## src/rtl/coin_credit_accumulator.sv

```systemverilog
// Coin credit accumulator: collects coins into a credit register for the price
// comparator, settles a vend, and returns leftover credit as unit refund pulses.
module coin_credit_accumulator #(
  parameter int unsigned CREDIT_W   = 4,
  parameter int unsigned MAX_CREDIT = 15,
  parameter int unsigned TIMEOUT    = 200,
  parameter int unsigned TIMEOUT_W  = 8
) (
  input  logic                clk,
  input  logic                rst,
  input  logic                coin_valid,
  input  logic [1:0]          coin_value,
  input  logic                cancel,
  input  logic                vend_done,
  input  logic [CREDIT_W-1:0] price,
  output logic [CREDIT_W-1:0] credit,
  output logic                coin_accept,
  output logic                coin_reject,
  output logic                refund_pulse,
  output logic                busy
);

  typedef enum logic [1:0] {
    S_IDLE    = 2'd0,
    S_COLLECT = 2'd1,
    S_REFUND  = 2'd2
  } state_t;

  state_t                r_state;
  logic [CREDIT_W-1:0]   r_credit;
  logic [TIMEOUT_W-1:0]  r_idle;
  logic                  r_accept;
  logic                  r_reject;
  logic                  r_refund;
  logic                  r_busy;

  logic [CREDIT_W:0]     w_coin_v;
  logic [CREDIT_W:0]     w_sum;
  logic                  w_coin_ok;
  logic                  w_collect;
  logic                  w_vend;
  logic                  w_cancel;
  logic                  w_timeout;
  logic                  w_preempt;
  logic                  w_coin_take;
  logic                  w_coin_drop;
  logic [CREDIT_W-1:0]   w_after_vend;

  always_comb begin
    w_coin_v = '0;
    case (coin_value)
      2'b00:   w_coin_v = (CREDIT_W+1)'(1);
      2'b01:   w_coin_v = (CREDIT_W+1)'(2);
      2'b10:   w_coin_v = (CREDIT_W+1)'(5);
      default: w_coin_v = '0;
    endcase
  end

  // Sum is one bit wider than the credit so the overflow test cannot wrap.
  assign w_sum        = {1'b0, r_credit} + w_coin_v;
  assign w_coin_ok    = (coin_value != 2'b11) && (w_sum <= (CREDIT_W+1)'(MAX_CREDIT));
  assign w_after_vend = r_credit - price;

  assign w_collect = (r_state == S_COLLECT);
  assign w_vend    = w_collect && vend_done && (r_credit >= price);
  assign w_cancel  = w_collect && cancel;
  // The idle cycle that would bring the counter to TIMEOUT starts the refund.
  assign w_timeout = w_collect && (r_idle >= TIMEOUT_W'(TIMEOUT - 1));
  assign w_preempt = w_vend || w_cancel || w_timeout;

  assign w_coin_take = coin_valid && !w_preempt && (r_state != S_REFUND) && w_coin_ok;
  assign w_coin_drop = coin_valid && !w_coin_take;

  always_ff @(posedge clk) begin
    if (rst) begin
      r_state  <= S_IDLE;
      r_credit <= '0;
      r_idle   <= '0;
      r_accept <= 1'b0;
      r_reject <= 1'b0;
      r_refund <= 1'b0;
      r_busy   <= 1'b0;
    end else begin
      r_accept <= w_coin_take;
      r_reject <= w_coin_drop;
      r_refund <= 1'b0;
      unique case (r_state)
        S_IDLE: begin
          r_idle <= '0;
          r_busy <= 1'b0;
          if (w_coin_take) begin
            r_credit <= w_sum[CREDIT_W-1:0];
            r_state  <= S_COLLECT;
          end
        end
        S_COLLECT: begin
          if (w_vend) begin
            r_credit <= w_after_vend;
            r_idle   <= '0;
            if (w_after_vend != '0) begin
              r_state <= S_REFUND;
              r_busy  <= 1'b1;
            end else begin
              r_state <= S_IDLE;
            end
          end else if (w_cancel || w_timeout) begin
            r_state <= S_REFUND;
            r_busy  <= 1'b1;
            r_idle  <= '0;
          end else if (w_coin_take) begin
            r_credit <= w_sum[CREDIT_W-1:0];
            r_idle   <= '0;
          end else if (r_idle < TIMEOUT_W'(TIMEOUT)) begin
            r_idle <= r_idle + 1'b1;
          end
        end
        S_REFUND: begin
          r_idle <= '0;
          if (r_credit == '0) begin
            r_state <= S_IDLE;
            r_busy  <= 1'b0;
          end else begin
            r_refund <= 1'b1;
            r_credit <= r_credit - 1'b1;
            if (r_credit == CREDIT_W'(1)) begin
              r_state <= S_IDLE;
              r_busy  <= 1'b0;
            end
          end
        end
        default: begin
          r_state  <= S_IDLE;
          r_credit <= '0;
          r_idle   <= '0;
          r_busy   <= 1'b0;
        end
      endcase
    end
  end

  assign credit       = r_credit;
  assign coin_accept  = r_accept;
  assign coin_reject  = r_reject;
  assign refund_pulse = r_refund;
  assign busy         = r_busy;

endmodule
```

## config.mk

```make
export PLATFORM = sky130hd
export DESIGN_NAME = coin_credit_accumulator
export DESIGN_NICKNAME = d
export VERILOG_FILES = /design/src/rtl/coin_credit_accumulator.sv
export SDC_FILE = /design/constraint.sdc
export NUM_CORES = 1
export LEC_CHECK = 0
export CAP_MARGIN = 20
export CORE_ASPECT_RATIO = 0.6
export CORE_MARGIN = 3
export CORE_UTILIZATION = 35
export DETAILED_ROUTE_END_ITERATION = 6
export DONT_BUFFER_PORTS = 1
export SETUP_SLACK_MARGIN = 0.5
export SLEW_MARGIN = 20
export SYNTH_ARGS = -nofsm -noshare
export SYNTH_HDL_FRONTEND = slang
export SYNTH_SLANG_ARGS = --single-unit
```

## constraint.sdc

```tcl
create_clock -name clk -period 2.6 [get_ports clk]
set_clock_uncertainty 0.05 [all_clocks]
set_input_delay 0.26 -clock clk [delete_from_list [all_inputs] [get_ports clk]]
set_output_delay 0.26 -clock clk [all_outputs]
set_load 0.005 [all_outputs]
```

* Word-level counts from Yosys, hierarchy flattened *
Cells that the tools add are included.

storage, ports and cells
  logic and storage cells = 73
  bits in registers = 18
  output and inout port bits = 8

operators by class
  order comparisons = 4
  bitwise logic cells = 2
  equal/unequal tests = 13
  muxes and demuxes = 20
  reductions and logical operators = 23
  $add $sub $neg = 4

operators with widths
  cell                                                             number
  two-way mux 4 bit                                                4
  two-way mux 2 bit                                                6
  case mux 4 bit (3 select lines)                                  1
  logical AND 1 bit                                                9
  case mux 3 bit (3 select lines)                                  1
  adder 8 x 1 -> 8 bit (second input constant)                     1
  >= comparator 8 bit (second input constant)                      1
  less-than comparator 8 bit (second input constant)               1
  != test 2 bit (second input constant)                            4
  two-way mux 1 bit                                                6
  != test 3 bit (second input constant)                            2
  case mux 2 bit (3 select lines)                                  1
  AND reduction 3 bit                                              2
  adder 4 x 5 -> 5 bit                                             1
  less-or-equal comparator 5 x 4 -> 1 bit (second input constant)  1
  OR reduction 5 bit                                               1
  equality test 2 x 1 -> 1 bit (second input constant)             2
  equality test 2 bit (second input constant)                      2
  equality test 4 x 1 -> 1 bit (second input constant)             1
  >= comparator 4 bit                                              1
  zero test 2 bit                                                  2
  zero test 4 bit                                                  1
  nonzero test 4 bit                                               1
  subtractor 4 x 1 -> 4 bit (second input constant)                1
  9 further kinds                                                  13

* Depth between registers and ports, before layout *
  depth in word-level cells = 13
  gate-level depth with buffers = 10
  depth with buffers taken out = 10

* Least setup slack after synthesis *
No wires, ideal clock.

  path type = register -> register
  from = reg r_credit[0], in the netlist credit[0]
  to = reg r_credit[2], in the netlist credit[2]
  clock period less this slack = 2.305 ns
  path slack = 0.295 ns
  buffers on the path = 0
  stages on the path, launching flop included = 11
  arrival = 2.136 ns
  path through = dfxtp_1 > inv_1 > ha_1 > inv_1 > fa_1 > a21oi_4 > a2bb2oi_4 > o2111ai_4 > nor2_1 > mux2i_1 > o21ai_1

on the way
  longest elaborated chain between the ends = 12

RTL lines
  element                                                        line  text
  from (decl)                                                    30    logic [CREDIT_W-1:0] r_credit;
  from (signal assigned)                                         92    r_credit <= w_sum[CREDIT_W-1:0];
  from (signal assigned)                                         98    r_credit <= w_after_vend;
  from (signal assigned)                                         111   r_credit <= w_sum[CREDIT_W-1:0];
  branches (longest 12 deep; another with adder 4 x 5 -> 5 bit)  --

Parallel ways; which one is timed is not known. The select of a mux whose other input is x is not followed.
A chain may end at the register's enable or synchronous reset.

* Worst setup path in the final report *
  from = reg r_credit[0], in the netlist credit[0]
  to = reg r_credit[3], in the netlist credit[3]

The elaborated chain is that of the path after synthesis.

==> qor.yml <==
run_status: "completed"
overflow: 0
dp_hpwl_um: 2673
cts_buffers: 3
grt_pass1_wl_um: 5658
finalCriticalPeriod_ns: 2.269
ys_ff_latch: 18
crit_fanout: 7
layout_common_cells: "dfxtp_1 (15), nor2_1 (13), buf_4 (10)"
grt_pass1_vias: 1133
required_ns: 2.71
core_region_area_um2: 3483
ff_latch_area_um2: 366.6
die_area_um2: 4683
dr.pass1.iters: 4
clkPwrFrac: 0.188
pwr-share-comb: 0.488
power.internal_uw: 649.2
criticalPathCategory: "register to register"
grt_setup_unrepaired: "yes"
grt_usage: 0.1596
setup_viol: 0
initial_core_util: 0.3894
fp.dieW_um: 86.37
endpoint: "credit[3]"
nets: 196
r2r-end: "credit[3]"
worst-slew-pin-transition_ns: 0.6803
ant_nets: 0
io_buffers: 0
drt_wl_total_um: 3561
syn-cell-area_um2: 1356
viasPerCell: 5.700
powerDensity_nw_per_um2: 657.9
slew_viol_final: 0
cap_violations: 0
place.gp.congestion: 0.7971
reg2reg_from: "credit[0]"
pwr-share-seq: 0.325
rr_worst_depth: 10
period_share: 0.8727
antenna_found_initial: 0
dpl-instance-area_um2: 1433
hold_buffers: 0
peakVddDrop_mv: 0.2418
cts.path.max_buffers: 2
num_rows: 16
yosys_warnings: 0
syn-num-nets: 185
clk_transition_reported_paths_ns: 0.07
worst_slack_ns: 0.3309
drtIter0Drc: 176
grt_start_max_net_pins: 13
synth_cell_types: 43
dp_slack_ns: 0.2585
leakagePower_nw: 0.6307
critPathCaptureType: "register"
syn_avg_cell_area_um2: 8.372
syn_inst: 162
num_vias: 1237
ys_seq_area_frac: 0.2657
fin_area_um2: 1642
clk_root_buffer_cell: "clkbuf_8"
multi_input_comb_area_um2: 1044
post_drt_wl_per_cell_um: 16.41
syn_to_final_growth_pct: 21.03
hold_violations: 0
io_pins: 19
cts_tree: "done"
final_common_cell: "dfxtp_1"
fill_cells: 345
drc: 0
critPathLaunchType: "register"
arrival_ns: 2.37
switchingPower_uw: 430.8
power.share.switching: 0.3989
die_y_um: 54.22
clock-sinks: 18
antenna_cells: 0
fmax_mhz: 440.7
crit_start: "credit[0]"
drive_gt1_frac: 0.2500
setup-tns-final_ns: 0
r2r_slack_ns: 0.33
htreeDepth: 1
min_path_type: "input port to register"
relSlewSlack: 0.5464
clock_latency_ns: 0.25
## registers in the layout, summed over array words and instances (netlist names)
register      count
busy              1
coin_accept       1
coin_reject       1
credit            4
r_idle            8
r_state           2
refund_pulse      1
## routing by layer
layer,part of all wire,global-route usage,wire length [um],up-vias
met5,0,0,0,-
met4,0.0087,0.02591,31,0
met3,0.097,0.06015,347,6
met2,0.42,0.2322,1505,56
met1,0.47,0.2269,1677,572
li1,-,-,-,603
## power groups by stage
stage | Clock (mW) | Sequential, mW | Combinational (mW)
after floorplan | 0 | 0.340 | 0.337
after global placement | 0 | 0.354 | 0.411
after detailed placement | 0 | 0.355 | 0.418
after CTS | 0.209 | 0.349 | 0.444
after global routing | 0.222 | 0.356 | 0.569
final | 0.203 | 0.351 | 0.527
## critical path: stages, from the launching register on
cell       delay [ns]
dfxtp_4          0.38
inv_4            0.07
ha_4             0.12
inv_2            0.03
fa_2             0.36
a21oi_4          0.20
a2bb2oi_4        0.21
o2111ai_4        0.16
nor3_2           0.19
xnor2_1          0.11
o41ai_2          0.28
## stage by stage
step / util / total power, mW / hold slack, ns / instances
finish: 0.4713 / 1.080 / 0.01408 / 217
floorplan: - / 0.6772 / 0.3766 / 162
CTS: 0.4400 / 1.003 / 0.01735 / 215
global placement: 0.4113 / 0.7652 / 0.2815 / 205
detailed placement: 0.4113 / 0.7729 / 0.2911 / 205
global route: 0.4713 / 1.147 / 0.001136 / 217
## synth_stat cells (all sizes together)
cell type	count	area, um2
a211oi	1	12.51
a21o	2	15.01
a21oi	13	80.08
a22oi	1	7.510
a2bb2oi	1	26.28
a31oi	6	37.54
and3	3	18.77
buf	1	11.26
clkbuf	4	15.01
dfxtp	18	360.4
fa	2	40.04
ha	10	125.1
inv	11	41.29
mux2i	2	20.02
nand2	9	33.78
nand2b	3	18.77
nand3	5	25.02
nand3b	1	7.510
nand4	3	18.77
nor2	18	67.56
nor2b	5	31.28
nor3	7	40.04
nor3b	2	15.01
nor4	1	6.260
o2111ai	2	35.04
o211a	1	10.01
o211ai	1	7.510
o21a	1	7.510
o21ai	5	25.02
o21bai	4	30.03
o22ai	1	6.260
o2bb2ai	1	8.760
o31ai	2	15.01
o32ai	2	17.52
o41ai	1	16.27
or2	1	6.260
xnor2	6	52.55
xor2	5	43.79
## final cells by class
type | count | share of cell area
Tap cell | 45 | 0.03430
Clock buffer | 4 | 0.02744
Multi-Input combinational cell | 128 | 0.6357
Inverter | 11 | 0.02668
Sequential cell | 18 | 0.2233
Timing Repair Buffer | 11 | 0.05259
## cells by family after synthesis
group | Yosys count | synth area share
flip-flops | 18 | 0.2657
adder cells (fa/ha/maj) | 12 | 0.1218
XOR/XNOR | 11 | 0.07103
AND/OR/NAND/NOR | 58 | 0.2131
AO/OA/AOI/OAI | 45 | 0.2639
buffers and inverters | 16 | 0.04981
multiplexers | 2 | 0.01476
## how the worst min path moves through the flow
stage	from	endpoint	slack, ns	cells after the start
after detailed placement	rst	r_state[1]	0.29	1
after global placement	rst	r_state[1]	0.28	1
after global routing	rst	busy	0.001	1
after floorplan	coin_valid	coin_reject	0.38	1
after CTS	rst	r_state[1]	0.02	1
final	rst	r_state[1]	0.01	1
## timing repair
action | 4_1_cts | 5_1_grt
setup buffers | 6 | 2
setup endpoints to repair | 14 | 16
cloned | 0 | 0
gates resized for setup | 3 | 18
pin swaps | 9 | 10
(Power assumes the default switching activity.)
